$ cat src/rtl/ro_frame_packer.sv
// ro_frame_packer: captures one readout-bus word per one-hot ctrl slot strobe,
// assembles complete frames, buffers them in a small frame FIFO and streams
// each frame out as a header word followed by NSLOT data words (valid/ready).
module ro_frame_packer #(
  parameter int              DW       = 8,
  parameter int              NSLOT    = 8,
  parameter int              FDEPTH   = 4,
  parameter logic [DW-1:0]   HDR_WORD = 8'hA5
) (
  input  logic             clk,
  input  logic             rstb,
  input  logic             en,
  input  logic [DW-1:0]    ro_bus,
  input  logic [NSLOT-1:0] ctrl,
  output logic [DW-1:0]    out_data,
  output logic             out_valid,
  input  logic             out_ready,
  output logic [15:0]      frame_cnt,
  output logic [7:0]       ovf_cnt,
  output logic             err_multi,
  output logic             err_inc
);

  localparam int IW = (NSLOT > 1) ? $clog2(NSLOT) : 1;
  localparam int AW = (FDEPTH > 1) ? $clog2(FDEPTH) : 1;
  localparam logic [IW-1:0] LAST_IDX = IW'(NSLOT - 1);
  localparam logic [AW:0]   CNT_ONE  = (AW+1)'(1);
  localparam logic [AW:0]   CNT_FULL = (AW+1)'(FDEPTH);

  localparam logic [1:0] S_IDLE = 2'd0;
  localparam logic [1:0] S_HDR  = 2'd1;
  localparam logic [1:0] S_DATA = 2'd2;

  logic [NSLOT-1:0] seen;
  logic [DW-1:0]    slot [NSLOT];
  logic             push_p1;

  logic [DW-1:0]    mem [FDEPTH][NSLOT];
  logic [AW-1:0]    wptr, rptr;
  logic [AW:0]      cnt, cnt_nxt;
  logic             full, push_ok, pop;

  logic [1:0]       state;
  logic [IW-1:0]    idx;

  logic             hit, onehot, prior_all;

  // Decode the slot strobe: any strobe, exactly one strobe, earlier slots all seen
  always_comb begin
    hit       = en && (ctrl != '0);
    onehot    = (ctrl & (ctrl - NSLOT'(1))) == '0;
    prior_all = &seen[NSLOT-2:0];
  end

  // Stage p0 -> p1: slot capture, frame completion and error flags
  always_ff @(posedge clk or negedge rstb) begin
    if (!rstb) begin
      seen      <= '0;
      push_p1   <= 1'b0;
      err_multi <= 1'b0;
      err_inc   <= 1'b0;
      for (int i = 0; i < NSLOT; i++) slot[i] <= '0;
    end else begin
      push_p1 <= 1'b0;
      if (hit) begin
        if (!onehot) begin
          err_multi <= 1'b1;
        end else begin
          for (int i = 0; i < NSLOT; i++)
            if (ctrl[i]) slot[i] <= ro_bus;
          if (ctrl[NSLOT-1]) begin
            // Last slot closes the frame; incomplete frames are thrown away
            seen <= '0;
            if (prior_all) push_p1 <= 1'b1;
            else           err_inc <= 1'b1;
          end else begin
            seen <= seen | ctrl;
          end
        end
      end
    end
  end

  // FIFO push/pop decisions and next occupancy; a pop frees room for a same-cycle push
  always_comb begin
    full    = (cnt == CNT_FULL);
    pop     = (state == S_DATA) && out_ready && (idx == LAST_IDX);
    push_ok = push_p1 && (!full || pop);
    cnt_nxt = cnt;
    if (push_ok && !pop)      cnt_nxt = cnt + CNT_ONE;
    else if (!push_ok && pop) cnt_nxt = cnt - CNT_ONE;
  end

  // Stage p1 -> FIFO: snapshot the completed frame into the frame storage
  always_ff @(posedge clk) begin
    if (push_ok)
      for (int i = 0; i < NSLOT; i++) mem[wptr][i] <= slot[i];
  end

  // FIFO pointers, occupancy and saturating drop counter
  always_ff @(posedge clk or negedge rstb) begin
    if (!rstb) begin
      wptr    <= '0;
      rptr    <= '0;
      cnt     <= '0;
      ovf_cnt <= '0;
    end else begin
      cnt <= cnt_nxt;
      if (push_ok) wptr <= wptr + AW'(1);
      if (pop)     rptr <= rptr + AW'(1);
      if (push_p1 && !push_ok && (ovf_cnt != 8'hFF)) ovf_cnt <= ovf_cnt + 8'd1;
    end
  end

  // FIFO -> output: header + data streaming FSM, holds word while stalled
  always_ff @(posedge clk or negedge rstb) begin
    if (!rstb) begin
      state     <= S_IDLE;
      idx       <= '0;
      out_valid <= 1'b0;
      out_data  <= '0;
      frame_cnt <= '0;
    end else begin
      case (state)
        S_IDLE: begin
          if (cnt != '0) begin
            state     <= S_HDR;
            out_valid <= 1'b1;
            out_data  <= HDR_WORD;
          end
        end
        S_HDR: begin
          if (out_ready) begin
            state    <= S_DATA;
            idx      <= '0;
            out_data <= mem[rptr][0];
          end
        end
        S_DATA: begin
          if (out_ready) begin
            if (idx != LAST_IDX) begin
              idx      <= idx + IW'(1);
              out_data <= mem[rptr][idx + IW'(1)];
            end else begin
              frame_cnt <= frame_cnt + 16'd1;
              // Go straight to the next header when another frame is waiting
              if (cnt_nxt != '0) begin
                state    <= S_HDR;
                out_data <= HDR_WORD;
              end else begin
                state     <= S_IDLE;
                out_valid <= 1'b0;
                out_data  <= '0;
              end
            end
          end
        end
        default: begin
          state     <= S_IDLE;
          out_valid <= 1'b0;
        end
      endcase
    end
  end

endmodule

$ cat config.mk
export PLATFORM = sky130hd
export DESIGN_NAME = ro_frame_packer
export DESIGN_NICKNAME = d
export VERILOG_FILES = /design/src/rtl/ro_frame_packer.sv
export SDC_FILE = /design/constraint.sdc
export NUM_CORES = 1
export LEC_CHECK = 0
export CORE_ASPECT_RATIO = 1.1
export CORE_MARGIN = 8
export CORE_UTILIZATION = 55
export DETAILED_ROUTE_END_ITERATION = 12
export GPL_TIMING_DRIVEN = 0
export PLACE_DENSITY = 0.72
export RECOVER_POWER = 100
export SLEW_MARGIN = 5
export SYNTH_ARGS = -nofsm -noshare
export SYNTH_HDL_FRONTEND = slang
export SYNTH_SLANG_ARGS = --single-unit
$ cat constraint.sdc
create_clock -name clk -period 3.4 [get_ports clk]
set_clock_uncertainty 0.1 [all_clocks]
set_input_delay 0.68 -clock clk [delete_from_list [all_inputs] [get_ports clk]]
set_output_delay 0.68 -clock clk [all_outputs]
set_load 0.02 [all_outputs]
==> impl_metrics.toml <==
[placed_design]
placed_cell_area_um2 = 16300
port_buffers = 53
pre_cts_ws_ns = -0.000723
hpwl_um = 20500
globalplace.congestion = 0.820

[routing]
drc = 0
vias = 8275
wl_per_cell_um = 24.1
dr.pass1.iters = 5
drt_iter0_drc = 778
wl_um = 32900
ant_nets = 0
vias_per_cell = 6.06

[timing]
hold_violations = 0
setup_ws_ns = 0.208
worst_slew_pin_slew_ns = 1.52
rsz0062_at_grt = "no"
post-route-period-util_pct = 93.9
setup_viol = 0
fmaxAchievable_mhz = 313
finalCriticalPeriod_ns = 3.19
whs_ns = 0.352
maxSlewHeadroom_pct = -1.45
slew_violations = 57

[setup_path]
slowest_stage = "clkbuf_1"
crit_type = "input port to flip-flop"
path_max_fanout = 10
timing.rr.start = "state[0]"
worstSetupStartpointType = "input port"
timing.critical_path.slowest_cell_delay_ns = 0.76
reg2reg_depth = 7
worstPathArrival_ns = 3.49
path_cells = "clkdlybuf4s50_1, maj3_1, nor3b_1, clkbuf_2, and3_1, clkbuf_1, mux2_2"
r2r-end = "mem[2][35]"
crit_path_end_kind = "flip-flop"
cp.required_ns = 3.70
rrSetupSlack_ns = 0.22

[floorplanning]
start_util_pct = 55.3
coreArea_um2 = 27500
die_area_um2 = 33200
row_count = 64
io_pins = 55
die_h_um = 190
fp.dieW_um = 175

[logic_synthesis]
synthDistinctLibCells = 69
synth_area_leader_cell = "edfxtp_1"
yosys-top-cells-area = "edfxtp_1 51%, dfrtp_1 20%, mux4_2 7.7%"
synth_fp_nets = 915
syn_inst = 878
netlist.area_leader.share_pct = 50.6
synth_area_um2 = 15200
syn-mean-instance-area_um2 = 17.3
synth_seq_area_share_pct = 70.2
ys.flop_type = "edfxtp_1"
async_reset_ff_share_pct = 31.7
synth-edff-count = 256
synth-seq-cells = 375
ys_warn_count = 0

[job]
maxCapViolCount = 1

[layout]
final_cell_mix = "256 x edfxtp_1, 119 x dfrtp_1, 75 x mux2_2"
finalCoreUtilization_pct = 63.2
antenna_cells = 0
final_common_cell = "edfxtp_1"
drive_gt1_share_pct = 21.8
stdcell_area_um2 = 17400
fin_nets = 1012
area_growth_pct = 14.2

[clock_tree]
numCtsBuffers = 37
cts_htree_levels = 2
cts_root_buf = "clkbuf_16"
cts_tree = "yes"
postCtsSetupBuffers = 0
clock_path_buffers = 3
cts_sinks = 375
clkLatencyLatePin_ns = 0.52
path_clk_slew_ns = 0.06

[grt]
grt_pass1_wl_um = 50900
gr-usage-all-layers_pct = 20.1
antenna_found_initial = 0
grt_max_degree = 65
gr-total-overflow = 0
grt_pass1_vias = 8693

[pwr]
ir_worst_vdd_v = 0.000420
powerDensity_nw_per_um2 = 615
leakage_uw = 0.00656

[status]
outcome = "finished, violations left"
violations = "max-capacitance violations, max-slew violations"

[min_path]
min_from = "err_multi"
min_to = "err_multi"
hold_depth = 1
hold_class = "flip-flop to flip-flop"
logic make-up after synthesis:
| family | count (synthesis) | share of synthesized area [%] |
|---|---|---|
| buffers and inverters | 59 | 1.87 |
| and+or+nand+nor | 155 | 5.73 |
| AOI/OAI and AO/OA | 110 | 5.48 |
| muxes | 136 | 13.9 |
| adders and majority gates | 18 | 1.47 |
| DFF | 375 | 70.2 |
| xor gates and xnor gates | 25 | 1.44 |
final cells by class:
type                       count  area [µm²]
tap                          363         454
inverter                      21        78.8
buffer                        38         185
clock inverter                15        93.8
timing repair buffer          58         603
fill                        1994       10100
multi-input combinational    444        4230
clock buffer                  52        1050
sequential                   375       10700
Yosys cell counts, types with 11 or more instances:
cell type and number:
and3_1 11, nor3_1 12, edfxtp_1 256, a21oi_1 18
dfrtp_1 119, nand2_1 32, xnor2_1 21, inv_1 20
nor2_1 23, ha_1 17, buf_2 15, mux4_2 52
o21ai_0 13, a22o_1 13, mux2_2 75, clkbuf_1 11
nor2b_1 17, nand3_1 13
through the flow:
stage               instances  setup TNS [ns]  total power [µW]
floorplan                 878               0              6300
global placement         1294         -583.89              6860
detailed placement       1299       -0.000723              6900
CTS                      1366               0             10800
global route             1366               0             11100
finish                   1366               0             10700
timing repair:
item / in CTS / in global routing
gates resized for setup: 0 / 3
hold buffers: 0 / 0
endpoints found under the setup margin: 0 / 153
endpoints found under the hold margin: 0 / 0
how the worst max path moves through the flow:
stage                   to  slack, ns      from
4_1_cts         mem[2][42]       0.06  state[0]
5_1_grt        out_data[5]       0.01   rptr[0]
3_5_place_dp      slot[51]    -0.0007   ctrl[2]
6_report          slot[37]       0.21   ctrl[2]
3_3_place_gp      slot[50]      -3.82      rstb
2_1_floorplan    mem[0][0]       0.51  state[0]
metal layers:
metal,vias to the layer above,routed length [µm],GRT usage [%]
met4,0,1090,7.67
met2,279,16300,32.9
met3,70,2140,3.98
met1,4296,13300,26.4
met5,-,0,0
li1,3630,-,-
power by group:
part / leakage [µW] / switching, µW / internal (µW)
clock network: 0.000565 / 1630 / 2240
logic: 0.00197 / 975 / 581
registers: 0.00403 / 166 / 5090
total: 0.00656 / 2770 / 7910
sequential cells by signal, indices dropped and copies added, names as in the netlist:
name,cells
state,2
slot,64
mem,256
ovf_cnt,8
out_data,8
err_inc,1
idx,3
rptr,2
err_multi,1
out_valid,1
wptr,2
frame_cnt,16
cnt,3
push_p1,1
seen,7
worst max-delay path, delay by kind of cell:
kind / cells / cell delay (ns)
multiplexers: 1 / 0.43
adder cells (fa/ha/maj): 1 / 0.40
AND/OR/NAND/NOR: 2 / 0.46
buffers and inverters: 3 / 1.51
No activity file was read; power rests on OpenSTA's default activity.
